**config.mk**
```make
export PLATFORM = sky130hd
export DESIGN_NAME = osc_i2s_tx
export DESIGN_NICKNAME = d
export VERILOG_FILES = /design/src/rtl/osc_i2s_tx.sv
export SDC_FILE = /design/constraint.sdc
export NUM_CORES = 1
export LEC_CHECK = 0
export ABC_AREA = 0
export CAP_MARGIN = 20
export CELL_PAD_IN_SITES_DETAIL_PLACEMENT = 1
export CELL_PAD_IN_SITES_GLOBAL_PLACEMENT = 1
export CORE_MARGIN = 3
export CORE_UTILIZATION = 39
export DETAILED_ROUTE_END_ITERATION = 8
export PLACE_DENSITY = 0.73
export SLEW_MARGIN = 0
export SYNTH_ARGS = -nofsm -noshare
export SYNTH_HDL_FRONTEND = slang
export SYNTH_SLANG_ARGS = --single-unit
```
**constraint.sdc**
```tcl
create_clock -name clk -period 2.8 [get_ports clk]
set_input_delay 0.84 -clock clk [delete_from_list [all_inputs] [get_ports clk]]
set_output_delay 0.84 -clock clk [all_outputs]
set_load 0.05 [all_outputs]
```
**src/rtl/osc_i2s_tx.sv**
```systemverilog
// Philips-format I2S transmitter: latches a left/right oscillator sample pair once per
// 64-slot frame and shifts it out MSB first on SD, with WS leading each channel by one SCLK.
module osc_i2s_tx #(
    parameter int AUDIO_WIDTH_P    = 24,
    parameter int SCLK_DIV_WIDTH_P = 8
) (
    input  logic                        clk,
    input  logic                        rst_n,
    input  logic [AUDIO_WIDTH_P-1:0]    osc_left,
    input  logic [AUDIO_WIDTH_P-1:0]    osc_right,
    input  logic                        cr_enable,
    input  logic [SCLK_DIV_WIDTH_P-1:0] cr_sclk_half_period,
    output logic                        i2s_sclk,
    output logic                        i2s_ws,
    output logic                        i2s_sd,
    output logic                        sample_taken,
    output logic                        dbg_state
);

    typedef enum logic {
        IDLE = 1'b0,
        RUN  = 1'b1
    } state_e;

    state_e                      state_q, state_d;
    logic [SCLK_DIV_WIDTH_P-1:0] half_q, half_d;
    logic [SCLK_DIV_WIDTH_P-1:0] div_q, div_d;
    logic [5:0]                  slot_q, slot_d;
    logic [31:0]                 left_q, left_d;
    logic [31:0]                 right_q, right_d;
    logic                        sclk_q, sclk_d;
    logic                        ws_q, ws_d;
    logic                        sd_q, sd_d;
    logic                        taken_q, taken_d;

    logic [SCLK_DIV_WIDTH_P-1:0] half_eff;
    logic [5:0]                  slot_next;

    // MSB-align a sample in the 32-bit slot word, zero-padding the unused LSBs.
    function automatic logic [31:0] slot_word(input logic [AUDIO_WIDTH_P-1:0] s);
        logic [31:0] w;
        w = '0;
        w[31 -: AUDIO_WIDTH_P] = s;
        return w;
    endfunction

    assign half_eff  = (cr_sclk_half_period == '0) ? SCLK_DIV_WIDTH_P'(1) : cr_sclk_half_period;
    assign slot_next = slot_q + 6'd1;

    always_comb begin
        state_d = state_q;
        half_d  = half_q;
        div_d   = div_q;
        slot_d  = slot_q;
        left_d  = left_q;
        right_d = right_q;
        sclk_d  = sclk_q;
        ws_d    = ws_q;
        sd_d    = sd_q;
        taken_d = 1'b0;

        case (state_q)
            IDLE: begin
                sclk_d = 1'b0;
                ws_d   = 1'b0;
                sd_d   = 1'b0;
                slot_d = 6'd63;
                div_d  = '0;
                if (cr_enable) begin
                    state_d = RUN;
                    half_d  = half_eff;
                end
            end
            RUN: begin
                if (div_q == half_q - SCLK_DIV_WIDTH_P'(1)) begin
                    div_d  = '0;
                    sclk_d = ~sclk_q;
                    if (sclk_q) begin
                        // Falling toggle: enter the next slot; both halves index bit 31-(s mod 32).
                        slot_d = slot_next;
                        ws_d   = (slot_next >= 6'd31) && (slot_next <= 6'd62);
                        sd_d   = slot_next[5] ? right_q[~slot_next[4:0]] : left_q[~slot_next[4:0]];
                        if (slot_next == 6'd0) begin
                            if (!cr_enable) begin
                                state_d = IDLE;
                                sclk_d  = 1'b0;
                                ws_d    = 1'b0;
                                sd_d    = 1'b0;
                                slot_d  = 6'd63;
                            end else begin
                                left_d  = slot_word(osc_left);
                                right_d = slot_word(osc_right);
                                sd_d    = osc_left[AUDIO_WIDTH_P-1];
                                taken_d = 1'b1;
                                half_d  = half_eff;
                            end
                        end
                    end
                end else begin
                    div_d = div_q + SCLK_DIV_WIDTH_P'(1);
                end
            end
            default: state_d = IDLE;
        endcase
    end

    always_ff @(posedge clk or negedge rst_n) begin
        if (!rst_n) begin
            state_q <= IDLE;
            half_q  <= SCLK_DIV_WIDTH_P'(1);
            div_q   <= '0;
            slot_q  <= 6'd63;
            left_q  <= '0;
            right_q <= '0;
            sclk_q  <= 1'b0;
            ws_q    <= 1'b0;
            sd_q    <= 1'b0;
            taken_q <= 1'b0;
        end else begin
            state_q <= state_d;
            half_q  <= half_d;
            div_q   <= div_d;
            slot_q  <= slot_d;
            left_q  <= left_d;
            right_q <= right_d;
            sclk_q  <= sclk_d;
            ws_q    <= ws_d;
            sd_q    <= sd_d;
            taken_q <= taken_d;
        end
    end

    assign i2s_sclk     = sclk_q;
    assign i2s_ws       = ws_q;
    assign i2s_sd       = sd_q;
    assign sample_taken = taken_q;
    assign dbg_state    = (state_q == RUN);

endmodule

```
# == Word-level counts from Yosys, hierarchy flattened ==
# Cells that the tools add are included.
# word_totals
regBits,75
input_bits,59
output_inout_bits,5
# classes
add_sub_neg,3
order_cmp,3
n_eq_ne,4
n_mux,42
bitwise_logic,3
n_reduce_logical,6
# op_table
op,n
8-bit two-way mux,6
8-bit one-hot mux with 2 select lines,2
6-bit two-way mux,4
1-bit two-way mux,23
6-bit one-hot mux with 2 select lines,1
1-bit binary-select mux with 5-bit select,2
"8-bit by 1-bit adder with 8-bit output, second input constant",1
8-bit equality test,1
8-bit logical NOT,1
1-bit one-hot mux with 2 select lines,4
"8-bit by 1-bit subtractor with 8-bit output, second input constant",1
"6-bit by 1-bit adder with 6-bit output, second input constant",1
"6-bit by 5-bit >= comparator with 1-bit output, second input constant",1
"6-bit less-or-equal comparator, second input constant",1
6-bit logical NOT,1
"5-bit by 6-bit less-than comparator with 1-bit output, second input constant",1
"2-bit by 1-bit != test with 1-bit output, second input constant",3
5-bit NOT,1
5-bit AND reduction,1
3-bit AND reduction,1
1-bit NOT,2
2-bit AND reduction,1
1-bit logical AND,1

# == Longest topological paths before layout ==
# logic_depth
depth_word,9
ltp_mapped,11

# == Worst setup path after synthesis ==
# OpenSTA, ideal clock, no wires.
# synth_timing
path_kind,reg-to-reg
startpoint,reg slot_q[0]
endpoint,"reg sd_q, in the netlist i2s_sd"
setup_ns,0.123
t_arrival_ns,2.971
required_time_ns,2.677
setup_slack_ns,-0.294
path_stages_with_launch,12
path_buffers,3
synth_period_minus_slack_ns,3.094
path_cell_list,dfstp_2 clkbuf_1 buf_2 inv_1 ha_1 clkbuf_1 mux4_2 mux2i_1 o21ai_0 o211ai_1 nand3_1 o221a_2
# synth_via
elab_chain_cells,9
# synth_lines
element,line_no,rtl
start: declaration,28,"logic [5:0] slot_q, slot_d;"
start signal: assignment,123,slot_q <= slot_d;
6-bit by 1-bit adder with 6-bit output (*),48,assign slot_next = slot_q + 6'd1;
5-bit NOT,82,sd_d = slot_next[5] ? right_q[~slot_next[4:0]] : left_q[~slot_next[4:0]];
1-bit binary-select mux with 5-bit select,82,
1-bit two-way mux (implied by the code),82,
1-bit two-way mux,82,
1-bit two-way mux (*),83,if (slot_next == 6'd0) begin
1-bit two-way mux (*),78,if (sclk_q) begin
1-bit two-way mux (*),75,if (div_q == half_q - SCLK_DIV_WIDTH_P'(1)) begin
1-bit one-hot mux with 2 select lines (*),62,case (state_q)
end signal: assignment,117,sd_q <= 1'b0;
end signal: assignment,128,sd_q <= sd_d;
end: declaration,33,"logic sd_q, sd_d;"
# Mark *: on every way between the ends. The rest lies on a longest branch, timed or not. The select of a mux whose other input is x is not followed.
# A chain may end at the register's enable or synchronous reset.

# == Final worst setup path ==
# layout_timing
startpoint,reg half_q[0]
endpoint,reg left_q[8]
# layout_via
elab_chain_cells,3
# layout_lines
element,line_no,rtl
start: declaration,26,"logic [SCLK_DIV_WIDTH_P-1:0] half_q, half_d;"
start signal: assignment,121,half_q <= half_d;
8-bit by 1-bit subtractor with 8-bit output,75,
8-bit equality test,75,
5-bit AND reduction (no source line),n/a,
end signal: assignment,124,left_q <= left_d;
end: declaration,29,"logic [31:0] left_q, left_d;"
# No other way between the ends.

==> results.md <==
* Outcome: complete, no violations
* CTS tree: built
* DP Cell Count at 506
* R2r endpoint: left_q[8]$_DFFE_PN0P_
* Worst reg2reg startpoint: half_q[0]$_DFFE_PN1P_
* Total number of vias at 2786
* Metal1 wirelength at 4.51 mm
* Critical Path RT at 3.05 ns
* Pint at 2.49 mW
* Post-synth EDFFs at 0
* Clk sink count at 75
* Clock H-tree levels at 3
* Post-synthesis sequential area ratio at 0.473
* Number of synthesized register bits at 75
* Power per standard cell area at 719 mW/mm^2
* Worst slew margin relative to its limit at 0.384
* Synthesized area at 0.00399 mm^2
* First-pass GRT wire length at 16.2 mm
* Hold WS at 0.510 ns
* Crit. End Element: flop
* HPWL Detailed at 7.01 mm
* Fraction of power consumed by combinational cells at 0.381
* Fillers at 996
* Leak at 2.27 nW
* Synth Warn # at 0
* R2R Setup Slk at 0.02 ns
* Sw frac at 0.350
* Synth Net Count at 374
* Number of core rows at 36
* Measured slew at the worst slew-check pin at 0.924 ns
* Worst reg-to-reg path cell count at 9
* Routed wl met2 at 5.02 mm
* Critical path arrival at 3.03 ns
* Routed WL at 10.0 mm
* PortBufs at 63
* Fin crit share at 0.994
* Setup CP Type: reg -> reg
* Main synth FF type: dfrtp_1
* Largest net degree at the start of global routing at 75
* Area delta synth->final at 33.2%
* Hold Crit Endpoint: left_q[10]$_DFFE_PN0P_
* Fin util at 0.539
* Num ports at 64
* Final Max Slew Viols at 0
* Most common cell after layout, fill and taps aside: dfrtp_1
* Final setup fails at 0
* Final ANT Viol Nets at 0
* Routed wire per std cell at 18.9 um
* Net Sw Power at 1.34 mW
* Longest Clk Path Bufs at 2
* Initial Utilization at 0.404
* Hold violation count in the final report at 0
* DIE AREA at 0.0115 mm^2
* Met3 WL at 334 um
* GP Congestion at 0.825
* Fmax at 0.359 GHz
* GRT Residual Overflow at 0
* CTS buffer count at 9
* Power share of the clock group at 0.244
* Average size of a mapped cell at 12.9 um^2
* DRT Pass-1 Iters at 4
* Layout Cells excl Fill at 531
* ANT cells at 0
* Overall Power at 3.82 mW
* Synth Instances at 310
* Max cap viols at 0
* TNS Setup at 0 ns
* Fin crit period at 2.78 ns
* Max Clock Skew at 0.0111 ns
* Startpoint Class: flop
* Clock Tree Root: clkbuf_8
* Sequential fraction of design power at 0.374
* Initial antenna violation count at 0
* WHS Path Cells at 1
* Hold WC Path Type: reg -> reg
* Vias in the first global route at 3015
* Core ar. at 0.00986 mm^2
* Hold path start: left_q[10]$_DFFE_PN0P_
* Highest Signal Layer: met4
* Crit-path max FO at 9
* Share of layout cells above drive strength 1 at 0.342
* Die H at 107 um
* Initial detailed-routing violation count at 71
* Commonest cells after routing, fill and taps aside: dfrtp_1, clkdlybuf4s50_1, mux2_4
* GRT Resource Usage Total at 0.182
* Final nets at 457
* Maximum vdd ir drop at 305 uV
* Unrepaired setup endpoints after global routing: true
* Asr flop ratio synth at 1.00
* Vias per cell at 5.25
* Die Wd at 107 um
* Clk_lat worst skew at 0.36 ns
* Clk slew on worst S/H paths at 0.09 ns
* Post-synth cell types at 49
* DRC errors left at 0
## registers in the layout, summed over array words and instances, names as in the netlist
name / count
right_q: 24
dbg_state: 1
left_q: 24
half_q: 8
i2s_sd: 1
slot_q: 6
div_q: 8
sample_taken: 1
i2s_ws: 1
i2s_sclk: 1
## cell families (layout without fill, tap and decap cells)
group,count (synthesis),after routing,share of synthesized area
AND/OR/NAND/NOR,71,71,0.101
XOR/XNOR,20,20,0.0439
flip-flops,75,75,0.473
multiplexers,75,75,0.265
buffers and inverters,27,115,0.0376
adder cells (fa/ha/maj),5,5,0.0157
AO/OA/AOI/OAI,37,37,0.0637
## power by group through the flow
stage	clock [mW]	combinational [mW]	sequential, mW
2_1_floorplan	0	0.912	1.43
3_3_place_gp	0	1.39	1.44
3_5_place_dp	0	1.42	1.44
4_1_cts	0.962	1.45	1.43
5_1_grt	0.998	1.58	1.46
6_report	0.934	1.46	1.43
## routing by layer
| layer | up-vias | track usage |
|---|---|---|
| met5 | - | 0 |
| met4 | 0 | 0.0639 |
| met3 | 11 | 0.0331 |
| met2 | 48 | 0.292 |
| met1 | 1428 | 0.248 |
| li1 | 1299 | - |
## worst max-delay path by stage
stage                                startpoint                      end  slack (ns)  cells past startpoint
after floorplan           half_q[0]$_DFFE_PN1P_   left_q[13]$_DFFE_PN0P_       -0.01                     10
after global placement    half_q[0]$_DFFE_PN1P_    left_q[9]$_DFFE_PN0P_        0.03                      8
after detailed placement  half_q[0]$_DFFE_PN1P_   right_q[8]$_DFFE_PN0P_       -0.03                      8
after CTS                 half_q[1]$_DFFE_PN0P_  right_q[24]$_DFFE_PN0P_        0.01                     10
after global routing      half_q[1]$_DFFE_PN0P_    left_q[8]$_DFFE_PN0P_       -0.09                      9
final                     half_q[0]$_DFFE_PN1P_    left_q[8]$_DFFE_PN0P_        0.02                      9
## timing repair
| item | 4_1_cts | 5_1_grt |
|---|---|---|
| gates resized for setup | 9 | 28 |
| buffers inserted | 3 | 5 |
| pin swaps | 3 | 5 |
| hold buffers | 0 | 0 |
| gates cloned | 1 | 1 |
| endpoints found under the setup margin | 53 | 55 |
## synth_stat cells (4+ instances only)
master,instances,area (um^2)
nor4_1,4,25.0
nor2_1,12,45.0
xnor2_1,10,87.6
xor2_1,10,87.6
clkbuf_1,11,41.3
o21ai_0,12,60.1
mux2_2,36,405
inv_1,10,37.5
dfstp_2,7,184
mux4_2,13,293
mux2_4,20,300
mux2i_1,6,60.1
and3_1,5,31.3
nand3_1,12,60.1
nand2_1,14,52.6
ha_1,5,62.6
dfrtp_1,68,1700
a21oi_1,11,55.1
## final cells by class
cell class	instances	area [um^2]	share of cell area
Tap cell	133	166	0.0313
Inverter	10	37.5	0.00706
Clock buffer	10	128	0.0240
Timing Repair Buffer	89	911	0.171
Multi-Input combinational cell	208	2090	0.394
Clock inverter	6	88.8	0.0167
Sequential cell	75	1890	0.356
## metrics by stage
stage	worst slack (ns)	cell area, um^2
global route	-0.0921	5310
finish	0.0167	5310
floorplan	-0.0114	4010
global placement	0.0309	4850
CTS	0.00971	5160
detailed placement	-0.0290	4850
## critical path, stage by stage, from the launching register on
cell       delay [ns]
dfstp_2          0.54
inv_2            0.05
ha_4             0.15
nor3b_4          0.15
mux2i_1          0.13
or3b_4           0.40
a311oi_4         0.30
and4_4           0.31
bufbuf_16        0.29
mux2_2           0.33
Note: power is estimated with default switching activity, not from simulation.
